[config.mk]
export PLATFORM = sky130hd
export DESIGN_NAME = module_control_entrada
export DESIGN_NICKNAME = d
export VERILOG_FILES = /design/src/rtl/pkg_teclado.sv /design/src/rtl/module_detector_flanco.sv /design/src/rtl/module_control_entrada.sv
export SDC_FILE = /design/constraint.sdc
export NUM_CORES = 1
export LEC_CHECK = 0
export ABC_AREA = 1
export ABC_CLOCK_PERIOD_IN_PS = 1850
export BUFFER_PORTS_ARGS = -buffer_cell sky130_fd_sc_hd__buf_2
export CORE_MARGIN = 1
export CORE_UTILIZATION = 50
export DETAILED_ROUTE_END_ITERATION = 10
export GPL_ROUTABILITY_DRIVEN = 0
export HOLD_SLACK_MARGIN = 0.15
export PLACE_DENSITY_LB_ADDON = 0.25
export SLEW_MARGIN = 20
export SYNTH_ARGS = -nofsm -noshare
export SYNTH_HDL_FRONTEND = slang
export SYNTH_SLANG_ARGS = --single-unit
[constraint.sdc]
create_clock -name clk -period 1.85 [get_ports clk]
set_clock_uncertainty 0.1 [all_clocks]
set_input_delay 0.0925 -clock clk [delete_from_list [all_inputs] [get_ports clk]]
set_output_delay 0.0925 -clock clk [all_outputs]
set_load 0.02 [all_outputs]
[src/rtl/pkg_teclado.sv]
// pkg_teclado: shared state enum, key-code constants and digit helper for keypad entry
package pkg_teclado;
  typedef enum logic [1:0] {ENTRY_A, ENTRY_B, DONE} state_t;
  localparam logic [3:0] KEY_STAR = 4'hE;
  localparam logic [3:0] KEY_HASH = 4'hF;
  localparam logic [3:0] KEY_C    = 4'hC;
  localparam logic [3:0] KEY_D    = 4'hD;
  function automatic logic is_digit(input logic [3:0] c);
    return c <= 4'd9;
  endfunction
endpackage

[src/rtl/module_detector_flanco.sv]
// module_detector_flanco: one-cycle pulse on a registered 0->1 of in, suppressed until in is first seen low after reset (clk, rst active-low async, in, pulse)
module module_detector_flanco (
  input  logic clk,
  input  logic rst,
  input  logic in,
  output logic pulse
);
  logic q, p, armed;
  always_ff @(posedge clk or negedge rst)
    if (!rst) begin
      q     <= 1'b0;
      p     <= 1'b0;
      armed <= 1'b0;
    end else begin
      q     <= in;
      p     <= q;
      armed <= armed | ~in;
    end
  assign pulse = q & ~p & armed;
endmodule

[src/rtl/module_control_entrada.sv]
// module_control_entrada: keypad two-operand BCD entry FSM (clk, rst active-low async, code/valido in; op_a, op_b, display, n_dig, sel_b, listo, done registered out)
module module_control_entrada #(
  parameter int N_DIGITS = 3
) (
  input  logic                  clk,
  input  logic                  rst,
  input  logic [3:0]            code,
  input  logic                  valido,
  output logic [4*N_DIGITS-1:0] op_a,
  output logic [4*N_DIGITS-1:0] op_b,
  output logic [4*N_DIGITS-1:0] display,
  output logic [2:0]            n_dig,
  output logic                  sel_b,
  output logic                  listo,
  output logic                  done
);
  import pkg_teclado::*;
  localparam int W = 4 * N_DIGITS;
  state_t         state, s_n;
  logic [W-1:0]   a_n, b_n, cur, nxt;
  logic [2:0]     k_n;
  logic           l_n, ev;
  module_detector_flanco u_flanco (
    .clk  (clk),
    .rst  (rst),
    .in   (valido),
    .pulse(ev)
  );
  always_comb begin
    s_n = state;
    a_n = op_a;
    b_n = op_b;
    k_n = n_dig;
    l_n = 1'b0;
    cur = (state == ENTRY_B) ? op_b : op_a;
    nxt = cur;
    if (ev && code == KEY_C) begin
      a_n = '0;
      b_n = '0;
      k_n = 3'd0;
      s_n = ENTRY_A;
    end else if (ev && state == DONE) begin
      if (is_digit(code)) begin
        a_n = W'(code);
        b_n = '0;
        k_n = 3'd1;
        s_n = ENTRY_A;
      end
    end else if (ev) begin
      if (is_digit(code) && n_dig < 3'(N_DIGITS)) begin
        nxt = (cur << 4) | W'(code);
        k_n = n_dig + 3'd1;
      end else if (code == KEY_D && n_dig != 3'd0) begin
        nxt = cur >> 4;
        k_n = n_dig - 3'd1;
      end else if (code == KEY_STAR) begin
        nxt = '0;
        k_n = 3'd0;
      end else if (code == KEY_HASH && n_dig != 3'd0) begin
        k_n = (state == ENTRY_A) ? 3'd0 : n_dig;
        s_n = (state == ENTRY_A) ? ENTRY_B : DONE;
        l_n = state == ENTRY_B;
      end
      if (state == ENTRY_B) b_n = nxt;
      else a_n = nxt;
    end
  end
  always_ff @(posedge clk or negedge rst)
    if (!rst) begin
      state   <= ENTRY_A;
      op_a    <= '0;
      op_b    <= '0;
      display <= '0;
      n_dig   <= 3'd0;
      sel_b   <= 1'b0;
      listo   <= 1'b0;
      done    <= 1'b0;
    end else begin
      state   <= s_n;
      op_a    <= a_n;
      op_b    <= b_n;
      display <= (s_n == ENTRY_A) ? a_n : b_n;
      n_dig   <= k_n;
      sel_b   <= s_n != ENTRY_A;
      listo   <= l_n;
      done    <= s_n == DONE;
    end
endmodule

**Word level (Yosys, flattened, before mapping)**

Index checks and enable logic that the tools add are counted.

- Register bits: 47
- Output and inout bits: 42

- Add/subtract/negate cells: 2
- Magnitude comparators: 2
- Eq/ne operators: 8
- Muxes and demuxes: 40
- Bitwise gates (word level): 6
- Reductions and logical operators: 13

Operators with widths:

| cell | count |
|---|---|
| two-way mux 12 bit | 15 |
| two-way mux 3 bit | 9 |
| two-way mux 2 bit | 9 |
| equality test 4 bit, second input constant | 4 |
| OR 12 x 4 -> 12 bit | 1 |
| nonzero test 6 bit | 2 |
| two-way mux 1 bit | 7 |
| nonzero test 3 bit | 2 |
| logical AND 1 bit | 5 |
| equality test 2 bit, second input constant | 2 |
| less-or-equal comparator 4 bit, second input constant | 1 |
| zero test 2 bit | 2 |
| AND reduction 4 bit | 1 |
| adder 3 x 1 -> 3 bit, second input constant | 1 |
| < comparator 3 x 2 -> 1 bit, second input constant | 1 |
| != test 3 x 2 -> 1 bit, second input constant | 1 |
| subtractor 3 x 1 -> 3 bit, second input constant | 1 |
| bitwise AND 1 bit | 2 |
| equality test 2 x 1 -> 1 bit, second input constant | 1 |
| NOT 1 bit | 2 |
| nonzero test 2 bit | 1 |
| OR 1 bit | 1 |

**Logic depth before layout (Yosys ltp)**

Gate-level depths: netlist of the first run.

- Depth in word-level cells: 11
- Mapped depth: 13
- Depth with buffers taken out: 12

**Cells and area by module**

Synthesis of the first run repeated with hierarchy kept, for this count alone.

- Cell total of the unflattened synthesis: 347
- Area total of the unflattened synthesis: 2555.0 um^2

By module, submodules not included:

| module | times used | cells an instance | area an instance (um^2) |
|---|---|---|---|
| module_control_entrada | 1 | 340 | 2462.4 |
| module_detector_flanco | 1 | 7 | 92.6 |

**Worst setup path before layout of the first run**

Ideal clock, no wire load.

- Path kind: flip-flop to flip-flop
- From: register n_dig[0]
- To: register display[4]
- Setup time: 116 ps
- Arrival time: 1746 ps
- Required time: 1634 ps
- Setup slack: -112 ps
- Stages on the path, launching flop included: 14
- Buffers on the path: 1
- Clock period less this slack: 1962 ps
- Cell sequence: dfrtp_1 inv_1 ha_1 nand2_1 nand2_1 nor2_1 nand2_1 nand2_2 nand2_1 nand2_1 nand3_2 buf_4 nand2_1 nand2_1

- Word-level cells in the longest chain between the ends: 11
- Elaborated cells between the ends (all ways): 24

RTL lines:

| item | line | RTL |
|---|---|---|
| from (decl) | module_control_entrada.sv:12 | `output logic [2:0] n_dig,` |
| from (signal assigned) | module_control_entrada.sv:83 | `n_dig <= k_n;` |
| nonzero test 3 bit | module_control_entrada.sv:53, module_control_entrada.sv:59 |  |
| logical AND 1 bit | module_control_entrada.sv:59 | `end else if (code == KEY_HASH && n_dig != 3'd0) begin` |
| two-way mux 2 bit | module_control_entrada.sv:59 |  |
| two-way mux 2 bit | module_control_entrada.sv:56 | `end else if (code == KEY_STAR) begin` |
| two-way mux 2 bit | module_control_entrada.sv:53 | `end else if (code == KEY_D && n_dig != 3'd0) begin` |
| two-way mux 2 bit | module_control_entrada.sv:50 | `if (is_digit(code) && n_dig < 3'(N_DIGITS)) begin` |
| two-way mux 2 bit | module_control_entrada.sv:49 | `end else if (ev) begin` |
| two-way mux 2 bit | module_control_entrada.sv:42 | `end else if (ev && state == DONE) begin` |
| two-way mux 2 bit | module_control_entrada.sv:37 | `if (ev && code == KEY_C) begin` |
| zero test 2 bit | module_control_entrada.sv:82 | `display <= (s_n == ENTRY_A) ? a_n : b_n;` |
| two-way mux 12 bit (*) | module_control_entrada.sv:82 |  |
| to (signal assigned) | module_control_entrada.sv:82 |  |
| to (decl) | module_control_entrada.sv:11 | `output logic [4*N_DIGITS-1:0] display,` |

Every way passes the cells marked *; elsewhere a longest branch is shown, timed or not.
A chain may end at the register's enable or synchronous reset.

**Worst setup path in the final report of the first run**

- From: register n_dig[1]
- To: register n_dig[0]

- Word-level cells in the longest chain between the ends: 7
- Elaborated cells between the ends (all ways): 13

RTL lines:

| item |
|---|
| branches (longest 7 deep; another with < comparator 3 x 2 -> 1 bit) |

Several ways; the timed one is not identified. The select of a mux whose other input is x is not followed.

==> summary.md, run 1 <==
| Metric | Value |
|---|---|
| Status | `completed` |
| Worst-path clk slew | `around 0.08 ns` |
| Setup crit end kind | `flop` |
| First-pass GRT wire length | `roughly 11 mm` |
| Crit start category | `flop` |
| Antenna Cells | `0` |
| Synthesized area | `2660 µm²` |
| TritonCTS clock tree | `yes` |
| Pwr dens | `1620 nW/µm²` |
| Most frequent cell after synthesis | `nand2_1` |
| CTS buffer count | `5` |
| Setup_tns | `0 ns` |
| Final cycle utilization of the critical path | `between 90% and 100%` |
| P&R area growth vs syn | `29.2%` |
| Die area | `5620 µm²` |
| Fin area | `approximately 3400 µm²` |
| EDFF count, synth | `0` |
| Synth top area cells | `dfrtp_1 44%, nand2_1 24%, nand3_1 9.4%` |
| H-Tree Depth | `2` |
| Worst Path Required | `1.92 ns` |
| Post-synthesis instance total | `358` |
| Max Freq | `564 MHz` |
| Post-route ant nets | `0` |
| RSZ-0062 raised after global routing | `false` |
| Largest family of logic cells by synthesized area | `simple AND/OR/NAND/NOR gates` |
| Lkg Pwr | `~1.9 nW` |
| Post-synth ARST share | `100%` |
| # DRC | `0` |
| Clock Path Buffers | `2` |
| Drt initial violations | `200` |
| Post-synthesis sequential area ratio | `44.2%` |
| Final HPWL from detailed placement | `5.00 mm` |
| DR WL/cell | `between 10 and 15 µm` |
| Total track usage | `27.1%` |
| VDD IR max | `0.000920 V` |
| Nets | `445` |
| FF-to-FF Start | `n_dig[1]$_DFFE_PN0P_` |
| Vias per cell | `5.24` |
| Hold Vio Cnt, Final | `0` |
| Ys flop type | `dfrtp_1` |
| Worst setup margin | `0.0758 ns` |
| Area leader, netlist | `dfrtp_1` |
| CTS Root Cell | `clkbuf_8` |
| Initial core utilization | `52.1%` |
| Synth Area in Adders | `1.41%` |
| Most frequent cells after synthesis | `170 x nand2_1, 50 x nand3_1, 47 x dfrtp_1, 16 x inv_1, 12 x o21ai_0` |
| Clk sinks | `47` |
| Synthesized flop and latch total | `47` |
| Mux contribution to synthesized area | `0%` |
| CP max stage cell | `dfrtp_2` |
| Drt first pass iters | `4` |
| Hold Crit Class | `in2reg` |
| Critical hold path startpoint | `code[2]` |
| Cell Rows | `26` |
| Slew headroom | `65.8%` |
| Ports | `49` |
| Endpoints failing setup | `0` |
| Worst-Skew Late Latency | `approximately 0.30 ns` |
| Die width | `around 75 µm` |
| Post-Synth XOR/XNOR Area | `0.329%` |
| Synth cell types | `27` |
| Slew Limit Fails | `0` |
| Most frequent CP cell | `nand2_1` |
| Pin count of the biggest net entering global routing | `27` |
| Crit path DAT | `1.85 ns` |
| Synth Area in Simple Gates | `43.8%` |
| Layout cells sized above 1 | `between 30% and 40%` |
| Syn_area_per_cell | `between 7 and 8 µm²` |
| CP peak stage delay | `about 0.37 ns` |
| Die Y | `75.0 µm` |
| Critical Path Fanout Max | `6` |
| CP delay by family, top | `simple AND/OR/NAND/NOR gates` |
| Compound-Gate Fraction of Synth Area | `~4.4%` |
| Layout filler cell count | `436` |
| Vias in the first global route | `2,381` |
| Total grt overflow | `0` |
| Minimum clock period | `roughly 1.8 ns` |
| DP Worst Slack | `-0.0311 ns` |
| WS Path Type | `reg2reg` |
| CP bufs+invs | `2` |
| Tightest Pin Transition | `0.513 ns` |
| Synth top area share | `about 44%` |
| Core area | `5110 µm²` |
| Cells along the critical path | `inv_2 -> ha_4 -> nand2_4 -> nand2_1 -> nor2_4 -> buf_4 -> nor3_2 -> nand2_1 -> nand3_1 -> nand2_1 -> o21ai_0` |
| Syn nets | `368` |
| Post-Route WL | `7.24 mm` |
| Max-cap violations | `0` |
| Placed cell areas | `3070 µm²` |
| Yosys warns | `0` |
| IO buf count | `48` |
| Util after Layout | `67.3%` |
| Detailed-route via count | `approximately 2,700` |
| CP startpoint | `n_dig[1]$_DFFE_PN0P_` |
| Initial antenna violation count | `0` |
==> routing by layer <==
metal / vias to the layer above / wire, µm / GRT usage (%) / share of wire (%)
met1: 1234 / 3110 / 37.5 / 43
met5: - / 0 / 0 / 0
met3: 15 / 526 / 5.35 / 7.3
li1: 1292 / - / - / -
met2: 112 / 3450 / 42.9 / 48
met4: 0 / 152 / 8.39 / 2.1
==> timing repair <==
item                       in CTS  in global routing
gates resized for setup         6                 25
gates cloned                    0                  1
hold buffers                    2                  0
pin swaps                       4                 10
buffers inserted                1                 11
hold endpoints to repair       49                  0
setup endpoints to repair       2                 16
==> kinds of logic after synthesis <==
logic type / count (synthesis)
flip-flops: 47
XOR/XNOR: 1
AND/OR/NAND/NOR: 256
adder cells (fa/ha/maj): 3
buffers and inverters: 32
AO/OA/AOI/OAI: 19
==> flip-flops by register name, summed over array words and instances, names as in the netlist <==
name	count
display	12
u_flanco.q	1
op_b	12
state	2
sel_b	1
u_flanco.p	1
listo	1
op_a	12
u_flanco.armed	1
n_dig	3
done	1
==> final timing paths <==
path,slack [ns],cells past startpoint,to
setup / recovery,0.08,11,n_dig[0]$_DFFE_PN0P_
hold / removal,0.16,5,op_a[2]$_DFF_PN0_
setup reg to reg,0.08,11,n_dig[0]$_DFFE_PN0P_
hold reg to reg,0.36,0,u_flanco.p$_DFF_PN0_
max in group asynchronous,0.96,3,op_b[11]$_DFF_PN0_
min in group asynchronous,0.19,2,state[0]$_DFF_PN0_
==> through the flow <==
| step | hold WS (ns) | std cells | power (mW) |
|---|---|---|---|
| after floorplan | -0.303 | 358 | 3.47 |
| after global placement | 0.00333 | 483 | 4.40 |
| after detailed placement | 0.00304 | 483 | 4.45 |
| after CTS | 0.155 | 494 | 5.16 |
| after global routing | 0.182 | 506 | 5.99 |
| final | 0.165 | 506 | 5.57 |
==> cell usage in the layout, fill, tap and decap left out, types with 4 or more instances in the layout <==
| cell | n |
|---|---|
| buf_4 | 21 |
| buf_6 | 4 |
| nor2_4 | 7 |
| nor2_1 | 7 |
| nand2_4 | 5 |
| nand2_2 | 11 |
| nand3_2 | 4 |
| o21ai_0 | 11 |
| inv_2 | 8 |
| buf_2 | 48 |
| inv_1 | 14 |
| nand3_4 | 5 |
| clkbuf_8 | 6 |
| nand3_1 | 48 |
| nand2_1 | 162 |
| dfrtp_1 | 45 |
==> worst register-to-register path: cells and delay by family (launching register included) <==
kind | cells | cell delay [ns]
compound gates | 1 | 0.08
fa+ha+maj | 1 | 0.16
simple gates | 7 | 0.73
flops | 1 | 0.37
buf+inv | 2 | 0.21
==> layout make-up <==
type | instances | area (µm²) | share of cell area, %
repair buffers | 79 | 548 | 15.9
clock inverters | 1 | 8.76 | 0.255
clock buffers | 7 | 86.3 | 2.51
well taps | 70 | 87.6 | 2.55
inverters | 23 | 88.8 | 2.58
multi-input cells | 279 | 1440 | 41.9
flip-flops and latches | 47 | 1180 | 34.3
==> report_power, final <==
| group | leakage (nW) | total, mW | internal (mW) | switching, mW |
|---|---|---|---|---|
| logic | 1.27 | 3.29 | 1.25 | 2.03 |
| registers | 0.610 | 1.64 | 1.39 | 0.250 |
| clock network | 0.0484 | 0.646 | 0.306 | 0.340 |
| total | 1.93 | 5.57 | 2.95 | 2.62 |
No activity file was read; power rests on OpenSTA's default activity.
==> run 2: changes to the inputs <==
--- a/config.mk
+++ b/config.mk
@@ -8,6 +8,7 @@
 export ABC_AREA = 1
 export ABC_CLOCK_PERIOD_IN_PS = 1850
 export BUFFER_PORTS_ARGS = -buffer_cell sky130_fd_sc_hd__buf_2
+export CORE_ASPECT_RATIO = 2
 export CORE_MARGIN = 1
 export CORE_UTILIZATION = 50
 export DETAILED_ROUTE_END_ITERATION = 10
==> run 2 against run 1 <==
  * Critical path type unchanged
  * Combinational power is 2% lower
  * Largest power group unchanged
  * Largest cell class unchanged
  * Fmax is 0.31% lower
  * Register-to-register slack hardly changed
==> summary.md, run 2 (synthesized netlist as in run 1, its figures left out) <==
| Metric | Value |
|---|---|
| Die Y | `105 µm (was 75.0 µm)` |
| Commonest non-fill, non-tap cells in the layout | `160 x nand2_1, 48 x buf_2, 45 x dfrtp_1 (was 162 x nand2_1, 48 x nand3_1, 48 x buf_2)` |
| VDD IR max | `0.00137 V (was 0.000920 V)` |
| Clk sinks | `47 (unchanged)` |
| Total track usage | `28.3% (was 27.1%)` |
| Cell Rows | `37 (was 26)` |
| Drt initial violations | `99 (was 200)` |
| Detailed-route via count | `2,640 (was 2,653)` |
| Pwr dens | `1660 nW/µm² (was 1620 nW/µm²)` |
| Lkg Pwr | `1.93 nW (about the same)` |
| Worst Path Required | `1.95 ns (was 1.92 ns)` |
| # DRC | `0 (unchanged)` |
| Layout cells sized above 1 | `31.6% (was 31.2%)` |
| Ports | `49 (unchanged)` |
| Final Power | `5.74 mW (was 5.57 mW)` |
| CTS buffer count | `5 (unchanged)` |
| DR WL/cell | `15.3 µm (was 14.3 µm)` |
| P&R area growth vs syn | `30.2% (was 29.2%)` |
| Tightest Pin Transition | `0.561 ns (was 0.513 ns)` |
| Slew Limit Fails | `0 (unchanged)` |
| First-pass GRT wire length | `11.6 mm (was 11.4 mm)` |
| Post-route ant nets | `0 (unchanged)` |
| Antenna Cells | `0 (unchanged)` |
| Max Freq | `562 MHz (was 564 MHz)` |
| Nets | `439 (was 445)` |
| Setup crit end kind | `flop (unchanged)` |
| Hold Vio Cnt, Final | `0 (unchanged)` |
| Vias per cell | `5.41 (was 5.24)` |
| Max-cap violations | `0 (unchanged)` |
| Drt first pass iters | `6 (was 4)` |
| Critical Path Fanout Max | `6 (unchanged)` |
| Worst-Skew Late Latency | `0.31 ns (was 0.30 ns)` |
| Hold Crit Class | `in2reg (unchanged)` |
| Die area | `5640 µm² (was 5620 µm²)` |
| H-Tree Depth | `2 (unchanged)` |
| Final HPWL from detailed placement | `5.19 mm (was 5.00 mm)` |
| Total grt overflow | `0 (unchanged)` |
| Status | `completed (unchanged)` |
| RSZ-0062 raised after global routing | `true (was false)` |
| WS Path Type | `reg2reg (unchanged)` |
| Endpoints failing setup | `0 (unchanged)` |
| Initial antenna violation count | `0 (unchanged)` |
| Post-Route WL | `7.48 mm (was 7.24 mm)` |
| DP Worst Slack | `0.0383 ns (was -0.0311 ns)` |
| Initial core utilization | `51.8% (was 52.1%)` |
| Core area | `5140 µm² (was 5110 µm²)` |
| Worst-path clk slew | `0.08 ns (about the same)` |
| Clock Path Buffers | `2 (unchanged)` |
| Layout filler cell count | `456 (was 436)` |
| Final cycle utilization of the critical path | `96.2% (was 95.9%)` |
| Crit start category | `flop (unchanged)` |
| TritonCTS clock tree | `yes (unchanged)` |
| Minimum clock period | `1.78 ns (was 1.77 ns)` |
| Die width | `53.6 µm (was 75.0 µm)` |
| IO buf count | `48 (unchanged)` |
| Vias in the first global route | `2,631 (was 2,381)` |
| Pin count of the biggest net entering global routing | `48 (was 27)` |
| Leading cell type in the layout, fill and taps excluded | `nand2_1 (unchanged)` |
| Biggest regs | `display: 12 flops, op_a: 12 flops, op_b: 12 flops (unchanged)` |
| Util after Layout | `67.5% (was 67.3%)` |
| Worst setup margin | `0.0703 ns (was 0.0758 ns)` |
| Crit path DAT | `1.88 ns (was 1.85 ns)` |
| Slew headroom | `62.6% (was 65.8%)` |
| Setup_tns | `0 ns (unchanged)` |
| CTS Root Cell | `clkbuf_8 (unchanged)` |
run 2: layout make-up:
type / instances / area, µm² / area share, %
inverter: 23 / 91.3 / 2.63
sequential: 47 / 1180 / 34.0
multi-input combinational: 280 / 1500 / 43.3
clock buffer: 6 / 72.6 / 2.09
tap: 58 / 72.6 / 2.09
timing repair buffer: 72 / 489 / 14.1
clock inverter: 2 / 60.1 / 1.73
run 2: through the flow:
step	hold WS [ns]	area [µm²]	instances
2_1_floorplan	-0.303	2670	358
3_3_place_gp	0.109	3060	470
3_5_place_dp	0.114	3060	470
4_1_cts	0.152	3230	481
5_1_grt	0.201	3470	488
6_report	0.157	3470	488
run 2: final timing paths:
check                      slack [ns]                 start                   end  cells after the start
min                              0.16               code[2]     op_a[2]$_DFF_PN0_                      5
max reg2reg                      0.07  n_dig[1]$_DFFE_PN0P_  display[7]$_DFF_PN0_                     13
max                              0.07  n_dig[1]$_DFFE_PN0P_  display[7]$_DFF_PN0_                     13
min in group asynchronous        0.29                   rst  u_flanco.q$_DFF_PN0_                      3
max in group asynchronous        0.96                   rst  n_dig[0]$_DFFE_PN0P_                      3
min reg2reg                      0.36  u_flanco.q$_DFF_PN0_  u_flanco.p$_DFF_PN0_                      0
run 2: what timing repair did:
| item | CTS | global route |
|---|---|---|
| gates resized for setup | 0 | 41 |
| buffers inserted | 0 | 4 |
| hold buffers | 3 | 1 |
| endpoints found under the hold margin | 50 | 1 |
| setup endpoints to repair | 0 | 18 |
run 2: worst max-delay path: stages (launching register included):
cell	delay, ns
dfrtp_2	0.38
inv_2	0.05
ha_4	0.16
nand2_4	0.06
nand2_4	0.06
nor2_4	0.17
nand2_4	0.09
nand2_4	0.09
nand2_2	0.05
nand2_2	0.07
nand3_4	0.09
clkbuf_16	0.17
nand2_1	0.06
nand2_1	0.05
run 2: power by group:
part | internal, mW | switching [mW]
Sequential | 1.39 | 0.250
Combinational | 1.19 | 2.04
Clock | 0.540 | 0.339
run 2: layer usage:
layer / global-route usage [%] / wire [µm] / vias to the layer above
met4: 17.3 / 346 / 0
met5: 0 / 0 / -
met2: 47.1 / 4080 / 103
met1: 31.7 / 2640 / 1234
met3: 4.66 / 409 / 24
li1: - / - / 1279
==> run 3: changes to the inputs <==
--- a/config.mk
+++ b/config.mk
@@ -11,10 +11,12 @@
 export CORE_ASPECT_RATIO = 2
 export CORE_MARGIN = 1
 export CORE_UTILIZATION = 50
+export CTS_CLUSTER_SIZE = 25
 export DETAILED_ROUTE_END_ITERATION = 10
 export GPL_ROUTABILITY_DRIVEN = 0
 export HOLD_SLACK_MARGIN = 0.15
-export PLACE_DENSITY_LB_ADDON = 0.25
+export PLACE_DENSITY = 0.76
+export SETUP_SLACK_MARGIN = 0.1
 export SLEW_MARGIN = 20
 export SYNTH_ARGS = -nofsm -noshare
 export SYNTH_HDL_FRONTEND = slang
==> run 3 against run 2 <==
  * Critical path type unchanged
  * Critical path depth is the same
  * Register-to-register slack is essentially flat
  * Critical endpoint is now display[3]$_DFF_PN0_
  * Largest cell class unchanged
  * Clock-buffer cell count grew 2
==> summary.md, run 3 (synthesized netlist as in run 1, its figures left out) <==
| Metric | Value |
|---|---|
| Leading cell type in the layout, fill and taps excluded | `nand2_1 (unchanged)` |
| H-Tree Depth | `2 (unchanged)` |
| Layout cells sized above 1 | `33.2% (was 31.6%)` |
| Vias in the first global route | `2,572 (was 2,631)` |
| Worst-Skew Late Latency | `0.31 ns (about the same)` |
| Lkg Pwr | `1.95 nW (was 1.93 nW)` |
| Final Power | `5.63 mW (was 5.74 mW)` |
| Drt first pass iters | `4 (was 6)` |
| Layout filler cell count | `432 (was 456)` |
| Final cycle utilization of the critical path | `96.8% (was 96.2%)` |
| Slew headroom | `62.0% (was 62.6%)` |
| Initial antenna violation count | `0 (unchanged)` |
| Status | `completed (unchanged)` |
| DR WL/cell | `15.3 µm (about the same)` |
| Antenna Cells | `0 (unchanged)` |
| Vias per cell | `5.54 (was 5.41)` |
| Slew Limit Fails | `0 (unchanged)` |
| Tightest Pin Transition | `0.570 ns (was 0.561 ns)` |
| Setup crit end kind | `flop (unchanged)` |
| CTS Root Cell | `clkbuf_8 (unchanged)` |
| Hold Crit Class | `in2reg (unchanged)` |
| WS Path Type | `reg2reg (unchanged)` |
| Detailed-route via count | `2,742 (was 2,640)` |
| First-pass GRT wire length | `11.2 mm (was 11.6 mm)` |
| VDD IR max | `0.00122 V (was 0.00137 V)` |
| Core area | `5140 µm² (unchanged)` |
| Pin count of the biggest net entering global routing | `48 (unchanged)` |
| CTS buffer count | `5 (unchanged)` |
| Pwr dens | `1610 nW/µm² (was 1660 nW/µm²)` |
| Post-Route WL | `7.60 mm (was 7.48 mm)` |
| Critical Path Fanout Max | `12 (was 6)` |
| Biggest regs | `display: 12 flops, op_a: 12 flops, op_b: 12 flops (unchanged)` |
| Worst Path Required | `1.94 ns (was 1.95 ns)` |
| Hold Vio Cnt, Final | `0 (unchanged)` |
| DP Worst Slack | `0.0164 ns (was 0.0383 ns)` |
| Total grt overflow | `0 (unchanged)` |
| Total track usage | `27.4% (was 28.3%)` |
| TritonCTS clock tree | `yes (unchanged)` |
| Worst setup margin | `0.0601 ns (was 0.0703 ns)` |
| Die area | `5640 µm² (unchanged)` |
| Post-route ant nets | `0 (unchanged)` |
| Minimum clock period | `1.79 ns (was 1.78 ns)` |
| Drt initial violations | `130 (was 99)` |
| Max Freq | `559 MHz (was 562 MHz)` |
| Setup_tns | `0 ns (unchanged)` |
| Initial core utilization | `51.8% (unchanged)` |
| P&R area growth vs syn | `31.6% (was 30.2%)` |
| # DRC | `0 (unchanged)` |
| Endpoints failing setup | `0 (unchanged)` |
| Clock Path Buffers | `2 (unchanged)` |
| Die width | `53.6 µm (unchanged)` |
| Ports | `49 (unchanged)` |
| Final hold slack | `0.178 ns (was 0.157 ns)` |
| Crit path DAT | `1.88 ns (about the same)` |
| Cell Rows | `37 (unchanged)` |
| Commonest non-fill, non-tap cells in the layout | `152 x nand2_1, 50 x nand3_1, 48 x buf_2 (was 160 x nand2_1, 48 x buf_2, 45 x dfrtp_1)` |
| Clk sinks | `47 (unchanged)` |
| Crit start category | `flop (unchanged)` |
| RSZ-0062 raised after global routing | `true (unchanged)` |
| IO buf count | `48 (unchanged)` |
| Nets | `446 (was 439)` |
| Max-cap violations | `0 (unchanged)` |
| Die Y | `105 µm (unchanged)` |
| Worst-path clk slew | `0.08 ns (about the same)` |
| Final HPWL from detailed placement | `5.29 mm (was 5.19 mm)` |
-- run 3: final timing paths --
kind / from / endpoint / slack (ns) / cells after the start
max in group asynchronous: rst / n_dig[0]$_DFFE_PN0P_ / 0.96 / 3
worst min-delay path: code[0] / listo$_DFF_PN0_ / 0.18 / 5
worst min register to register: u_flanco.q$_DFF_PN0_ / u_flanco.p$_DFF_PN0_ / 0.37 / 0
worst max-delay path: n_dig[1]$_DFFE_PN0P_ / display[3]$_DFF_PN0_ / 0.06 / 13
worst max register to register: n_dig[1]$_DFFE_PN0P_ / display[3]$_DFF_PN0_ / 0.06 / 13
min in group asynchronous: rst / done$_DFF_PN0_ / 0.28 / 3
-- run 3: worst max-delay path, stage by stage (launching register included) --
cell and delay [ns]:
dfrtp_2 0.37, inv_2 0.05, ha_4 0.16, nand2_4 0.07, nand2_4 0.06, nor2_4 0.15
nand2_4 0.09, nand2_2 0.10, nand3_4 0.11, nand2_4 0.10, nor2_4 0.05, buf_12 0.14
nand2_1 0.06, nand2_1 0.05
-- run 3: timing repair --
item                       CTS  global route
gates cloned                 0             2
hold buffers                 6             0
setup endpoints to repair   12            16
pin swaps                    5            14
gates resized for setup      4            37
buffers inserted             2             8
hold endpoints to repair    54             0
-- run 3: area by class of cell --
| type | instances | area [µm²] | area share [%] |
|---|---|---|---|
| clock buffer | 8 | 100 | 2.86 |
| sequential | 47 | 1180 | 33.6 |
| timing repair buffer | 79 | 563 | 16.1 |
| tap | 58 | 72.6 | 2.07 |
| inverter | 23 | 91.3 | 2.61 |
| multi-input combinational | 280 | 1500 | 42.8 |
-- run 3: per-layer routing --
layer | up-vias | wire length (µm) | track usage [%]
met2 | 110 | 4260 | 48.2
met5 | - | 0 | 0
li1 | 1291 | - | -
met3 | 34 | 377 | 3.78
met1 | 1307 | 2660 | 29.0
met4 | 0 | 301 | 15.6
-- run 3: report_power, final --
part           total [mW]  switching [mW]  internal, mW
registers            1.65           0.263          1.39
logic                3.31            2.06          1.25
clock network       0.668           0.327         0.341
total                5.63            2.65          2.98
-- run 3: metrics by stage --
step / utilization (%) / instance area (µm²) / instances
3_3_place_gp: 59.9 / 3080 / 469
2_1_floorplan: - / 2690 / 358
4_1_cts: 63.9 / 3280 / 485
6_report: 68.2 / 3500 / 495
5_1_grt: 68.2 / 3500 / 495
3_5_place_dp: 59.9 / 3080 / 469
